===== config.mk =====
export PLATFORM = sky130hd
export DESIGN_NAME = param_ring_counter
export DESIGN_NICKNAME = d
export VERILOG_FILES = /design/src/rtl/param_ring_counter.sv
export SDC_FILE = /design/constraint.sdc
export NUM_CORES = 1
export LEC_CHECK = 0
export CAP_MARGIN = 20
export CORE_ASPECT_RATIO = 1.5
export CORE_MARGIN = 2
export CORE_UTILIZATION = 45
export CTS_CLUSTER_SIZE = 12
export DETAILED_ROUTE_END_ITERATION = 16
export GPL_TIMING_DRIVEN = 1
export PLACE_DENSITY = 0.69
export SLEW_MARGIN = 40
export SYNTH_ARGS = -nofsm -noshare
export SYNTH_HDL_FRONTEND = slang
export SYNTH_SLANG_ARGS = --single-unit

===== constraint.sdc =====
create_clock -name clock -period 4 [get_ports clock]
set_clock_uncertainty 0.05 [all_clocks]
set_input_delay 0.6 -clock clock [delete_from_list [all_inputs] [get_ports clock]]
set_output_delay 0.6 -clock clock [all_outputs]
set_load 0.01 [all_outputs]

===== src/rtl/param_ring_counter.sv =====
// param_ring_counter: WIDTH-bit ring sequencer (one-hot or Johnson)
// with run-time direction, synchronous load, position readout and wrap.
//
// Parameters:
//   WIDTH      number of output bits, 2..32
//   RESET_POS  one-hot bit index restored by reset, < WIDTH
//   PW         width of pos/load_pos, derived as $clog2(2*WIDTH)
//
// Ports:
//   clock     rising-edge clock
//   reset     asynchronous active-low reset
//   enable    advance one step per clock when high
//   dir       0 = up, 1 = down
//   mode      0 = one-hot ring, 1 = Johnson (twisted ring)
//   load      synchronous load of load_pos (highest priority)
//   load_pos  step index to load
//   out       registered ring code
//   pos       registered binary step index matching out
//   wrap      registered one-cycle pulse on sequence wrap
//   err       (RING_ERR_DETECT_EN only) one-cycle pulse when an illegal
//             code was seen and the counter was forced back to reset
//
// Optional feature macro: RING_ERR_DETECT_EN adds the code checker and err.

module param_ring_counter #(
    parameter int WIDTH     = 8,
    parameter int RESET_POS = 0,
    localparam int PW       = $clog2(2 * WIDTH)
) (
    input  logic             clock,
    input  logic             reset,
    input  logic             enable,
    input  logic             dir,
    input  logic             mode,
    input  logic             load,
    input  logic [PW-1:0]    load_pos,
    output logic [WIDTH-1:0] out,
    output logic [PW-1:0]    pos,
    output logic             wrap
`ifdef RING_ERR_DETECT_EN
    ,
    output logic             err
`endif
);

    localparam logic [WIDTH-1:0] W_ONE   = {{(WIDTH-1){1'b0}}, 1'b1};
    localparam logic [WIDTH-1:0] W_ONES  = {WIDTH{1'b1}};
    localparam logic [PW-1:0]    P_ONE   = PW'(1);
    localparam logic [PW-1:0]    P_ZERO  = '0;
    localparam logic [PW-1:0]    P_WIDTH = PW'(WIDTH);
    localparam logic [PW-1:0]    OH_LAST = PW'(WIDTH - 1);
    localparam logic [PW-1:0]    JC_LAST = PW'(2 * WIDTH - 1);
    localparam logic [PW-1:0]    RST_POS = PW'(RESET_POS);
    localparam logic [WIDTH-1:0] RST_OUT = W_ONE << RESET_POS;

    logic             mode_q;
    logic             mode_n;
    logic [WIDTH-1:0] out_n;
    logic [PW-1:0]    pos_n;
    logic             wrap_n;
    logic [PW-1:0]    last;
    logic [PW-1:0]    load_step;
    logic             chk_fail;

    // Code for step k. Johnson: steps 0..WIDTH fill ones from the
    // bottom, steps WIDTH+j clear the low j bits again.
    function automatic logic [WIDTH-1:0] step_code(
        input logic          jc,
        input logic [PW-1:0] k
    );
        logic [WIDTH-1:0] code;
        if (!jc) begin
            code = W_ONE << k;
        end else if (k <= P_WIDTH) begin
            code = ~(W_ONES << k);
        end else begin
            code = W_ONES << (k - P_WIDTH);
        end
        return code;
    endfunction

`ifdef RING_ERR_DETECT_EN
    // Exactly one bit set.
    function automatic logic onehot_ok(input logic [WIDTH-1:0] c);
        return (c != '0) && ((c & (c - W_ONE)) == '0);
    endfunction

    // Legal Johnson codes are a block of ones anchored at bit 0, or a
    // block of ones anchored at the top bit (its complement is the former).
    function automatic logic johnson_ok(input logic [WIDTH-1:0] c);
        logic [WIDTH-1:0] nc;
        nc = ~c;
        return ((c & (c + W_ONE)) == '0) || ((nc & (nc + W_ONE)) == '0);
    endfunction

    assign chk_fail = mode_q ? !johnson_ok(out) : !onehot_ok(out);
`else
    assign chk_fail = 1'b0;
`endif

    assign last      = mode_q ? JC_LAST : OH_LAST;
    assign load_step = (load_pos > last) ? P_ZERO : load_pos;

    always_comb begin
        out_n  = out;
        pos_n  = pos;
        mode_n = mode_q;
        wrap_n = 1'b0;
        if (chk_fail) begin
            out_n = RST_OUT;
            pos_n = RST_POS;
        end else if (load) begin
            pos_n = load_step;
            out_n = step_code(mode_q, load_step);
        end else if (mode != mode_q) begin
            // Mode switch restarts at step 0; enable is ignored here.
            mode_n = mode;
            pos_n  = P_ZERO;
            out_n  = mode ? '0 : W_ONE;
        end else if (enable) begin
            if (!dir) begin
                out_n[WIDTH-1:1] = out[WIDTH-2:0];
                out_n[0]         = mode_q ? ~out[WIDTH-1] : out[WIDTH-1];
                wrap_n           = (pos == last);
                pos_n            = (pos == last) ? P_ZERO : pos + P_ONE;
            end else begin
                out_n[WIDTH-2:0] = out[WIDTH-1:1];
                out_n[WIDTH-1]   = mode_q ? ~out[0] : out[0];
                wrap_n           = (pos == P_ZERO);
                pos_n            = (pos == P_ZERO) ? last : pos - P_ONE;
            end
        end
    end

    always_ff @(posedge clock or negedge reset) begin
        if (!reset) begin
            out    <= RST_OUT;
            pos    <= RST_POS;
            mode_q <= 1'b0;
            wrap   <= 1'b0;
        end else begin
            out    <= out_n;
            pos    <= pos_n;
            mode_q <= mode_n;
            wrap   <= wrap_n;
        end
    end

`ifdef RING_ERR_DETECT_EN
    always_ff @(posedge clock or negedge reset) begin
        if (!reset) begin
            err <= 1'b0;
        end else begin
            err <= chk_fail;
        end
    end
`endif

endmodule


==> parameters.txt <==
Parameter                              Value

Timing
  Slew HR ... between 40% and 50%
  Least-Margin Pin Slew ... ~0.76 ns
  Max Fclk ... between 300 and 400 MHz
  Sum Neg Setup Slack ... 0 ns
  Hold Violations, Final ... 0
  Setup ws final ... around 1.5 ns
  Final max-slew violation count ... 0
  Number of endpoints failing setup at the final stage ... 0
  Unrepaired setup endpoints after global routing ... false
  Final Critical Period ... between 2 and 3 ns
  Fraction of the cycle the final worst path needs ... between 60% and 70%

Worst setup path
  Type of element launching the critical path ... primary input
  Crit-path slowest cell ... clkdlybuf4s50_1
  Critical path peak fanout ... 15
  Arrival time of data at the critical path endpoint ... 2.60 ns
  Critical Path, Cell by Cell ... clkdlybuf4s50_1 > ha_1 > nand3_1 > o21ai_0 > and2_1 > nand2_1 > a211oi_1
  Peak per-stage delay on the critical path ... around 0.65 ns
  Crit path launch ... load_pos[3]
  Data required time of the worst path ... between 4 and 5 ns
  Origin of the critical flop-to-flop path ... mode_q$_DFFE_PN0P_
  Slack of the worst reg-to-reg path ... 1.64 ns
  Type of destination of the critical path ... register
  Critical path class ... primary input to register

CTS
  CTS Root Buffer Type ... clkbuf_8
  Worst-path clk slew ... ~0.06 ns
  Post-cts hold buffer count ... 0
  Cts bufs inserted ... 3
  Clock tree from TritonCTS ... yes
  Number of buffers between clock root and the deepest sink ... 2
  Cts repair resizes ... 0
  Number of levels the H-tree was split into ... 1
  Clock Sink Count ... 14
  Postcts setup bufs ... 0
  Source-to-sink clock delay at the later pin of the worst-skew pair ... 0.24 ns

Placement
  Port Buffers ... 22
  Pre-CTS setup slack ... approximately 1.3 ns
  Number of placed instances with taps included ... between 200 and 250
  Routability Congestion ... around 0.9
  Detailed Place HPWL ... 2307 um

GRT
  Global Route Usage Sum ... a little under a quarter
  Number of global-route vias before repair ... 1114
  Largest net degree at the start of global routing ... 26
  Initial antenna violation count ... 0
  GRT Residual Overflow ... 0
  First-pass GRT wire length ... 5237 um

Logic synthesis
  Proportion of synthesized area in mux cells ... ~6.7%
  Xor and xnor fraction of the mapped netlist area ... under 10%
  Syn Nets ... 172
  Netlist area before placement ... 1219 sq um
  Simple logic cell fraction of the synthesized area ... 22.28%
  Seq/Total Area, Yosys ... 28.85%
  Synthesized netlist cell count ... around 160
  Synthesized flop and latch total ... 14
  Mean Syn Cell Area ... between 7 and 8 sq um
  Distinct cells, synth ... 43
  Area share of fa/ha/maj cells after synthesis ... roughly 3.1%
  Warnings from Yosys ... 0
  Post-synthesis compound-gate area fraction ... between 20 and 30%
  Main combinational cell family by area after synthesis ... compound AO/OA/AOI/OAI gates

Power and ir drop
  Power per unit of standard cell area ... about 330 nW/um^2
  Leak pwr ... between 0.0006 and 0.0007 uW
  Final Power ... ~480 uW
  Highest ir drop seen on vdd ... 0.1668 mV

Route
  Met3 wire length ... 124 um
  Via count ... approximately 1200
  Top layer reached by signal wires ... met4
  Drt first-iter violations ... 50
  DRC violations left ... 0
  Wire length per cell after detailed routing ... around 15 um
  Count of TritonRoute iterations in the first routing pass ... 4
  Met2 wire len ... 1624 um
  Wire length the detailed router placed on met1 ... ~1300 um
  Drt total wl ... about 3100 um
  Vias per cell ... 5.727
  Number of nets with antenna violations after detailed routing ... 0

Finish
  Total inserted antenna cells ... 0
  Area occupied by registers ... roughly 350 sq um
  Synthesis-to-finish area growth ... 20.43%
  Total area of multi-input combinational cells ... about 780 sq um
  Count of nets after finishing ... 186
  Top library cells by usage in the layout, fill and taps aside ... a21oi_1 (22), clkdlybuf4s50_1 (22), nor2_1 (17)
  Fill cells ... 245
  Fraction of final layout cells sized beyond drive strength 1 ... roughly 4.7%
  Number of standard cells in the layout, taps in and fillers out ... 209

Outcome
  Run status ... finished, final reports clean

Die
  Core Rows ... 23
  Ports ... 23
  Die area ... between 3000 and 4000 sq um
  Height of the die ... 67.74 um
  Initial Util ... 46.54%
  Core outline area ... 2619 sq um
  Die boundary width ... around 46 um

Hold path
  Worst Hold Launch ... out[2]$_DFFE_PN0P_
  Path type of the worst min-delay path ... register to register

Flow run
  Number of maximum-capacitance violations ... 0
cells by family (layout without fill, tap and decap cells):
group / count (synthesis) / after routing
AO/OA/AOI/OAI: 55 / 55
AND/OR/NAND/NOR: 54 / 54
buffers and inverters: 19 / 32
flip-flops: 14 / 14
multiplexers: 8 / 8
XOR/XNOR: 6 / 6
adder cells (fa/ha/maj): 3 / 3
cell usage after synthesis, drive strengths merged:
master | n | area (sq um)
a211o | 2 | 17.52
a211oi | 1 | 7.510
a21oi | 22 | 110.1
a2bb2o | 1 | 10.01
a31o | 1 | 8.760
a31oi | 3 | 18.77
a32oi | 2 | 17.52
and2 | 3 | 18.77
and2b | 1 | 7.510
and3 | 1 | 6.260
buf | 7 | 40.03
clkbuf | 6 | 22.52
dfrtp | 13 | 325.3
dfstp | 1 | 26.28
ha | 3 | 37.54
inv | 6 | 22.52
mux2 | 1 | 11.26
mux2i | 7 | 70.07
nand2 | 11 | 41.29
nand2b | 2 | 12.51
nand3 | 4 | 20.02
nand3b | 1 | 7.510
nand4 | 1 | 6.260
nor2 | 17 | 63.81
nor2b | 1 | 6.260
nor3 | 4 | 20.02
nor3b | 2 | 15.01
nor4 | 1 | 6.260
o2111ai | 1 | 8.760
o21ai | 12 | 60.06
o22a | 4 | 35.03
o22ai | 3 | 18.77
o2bb2ai | 1 | 8.760
o31ai | 1 | 7.510
o32a | 1 | 10.01
or2 | 1 | 8.760
or2b | 1 | 7.510
or3 | 3 | 23.77
xnor2 | 3 | 26.28
xor2 | 3 | 26.28
stage by stage:
stage / util, % / instance area, sq um / hold WS, ns
6_report: 56.04 / 1468 / 0.5228
5_1_grt: 56.04 / 1468 / 0.5629
4_1_cts: 56.04 / 1468 / 0.5266
3_5_place_dp: 54.32 / 1423 / 0.5124
3_3_place_gp: 54.32 / 1423 / 0.5070
2_1_floorplan: - / 1219 / 0.2544
worst paths after layout:
| path | endpoint | depth (start not counted) |
|---|---|---|
| setup / recovery | out[4]$_DFFE_PN0P_ | 7 |
| hold / removal | out[2]$_DFFE_PN0P_ | 2 |
| setup reg to reg | out[4]$_DFFE_PN0P_ | 7 |
| hold reg to reg | out[2]$_DFFE_PN0P_ | 2 |
| max in group asynchronous | out[6]$_DFFE_PN0P_ | 1 |
| min in group asynchronous | out[3]$_DFFE_PN0P_ | 1 |
critical path: cells and delay by family:
kind            cells  cell delay [ns]
compound gates      2             0.45
fa+ha+maj           1             0.41
buf+inv             1             0.65
simple gates        3             0.49
layer usage:
layer  vias up  GRT usage [%]
met2        41          39.41
met5         -              0
met1       554          28.93
met3         2          2.406
li1        600              -
met4         0          5.357
final cells by class:
| type | count | area share [%] |
|---|---|---|
| Clock buffer | 4 | 3.069 |
| Inverter | 6 | 1.535 |
| Tap cell | 37 | 3.154 |
| Sequential cell | 14 | 23.96 |
| Timing Repair Buffer | 22 | 15.00 |
| Multi-Input combinational cell | 126 | 53.28 |
registers in the layout (all words and copies together), names as in the netlist:
name and cells:
pos 4, wrap 1, mode_q 1, out 8
report_power, final:
part / total [uW] / switching [uW] / internal, uW
Combinational: 168 / 82.8 / 85.6
Sequential: 191 / 31.2 / 160
Clock: 120 / 49.5 / 70.3
No activity file was read; power rests on OpenSTA's default activity.
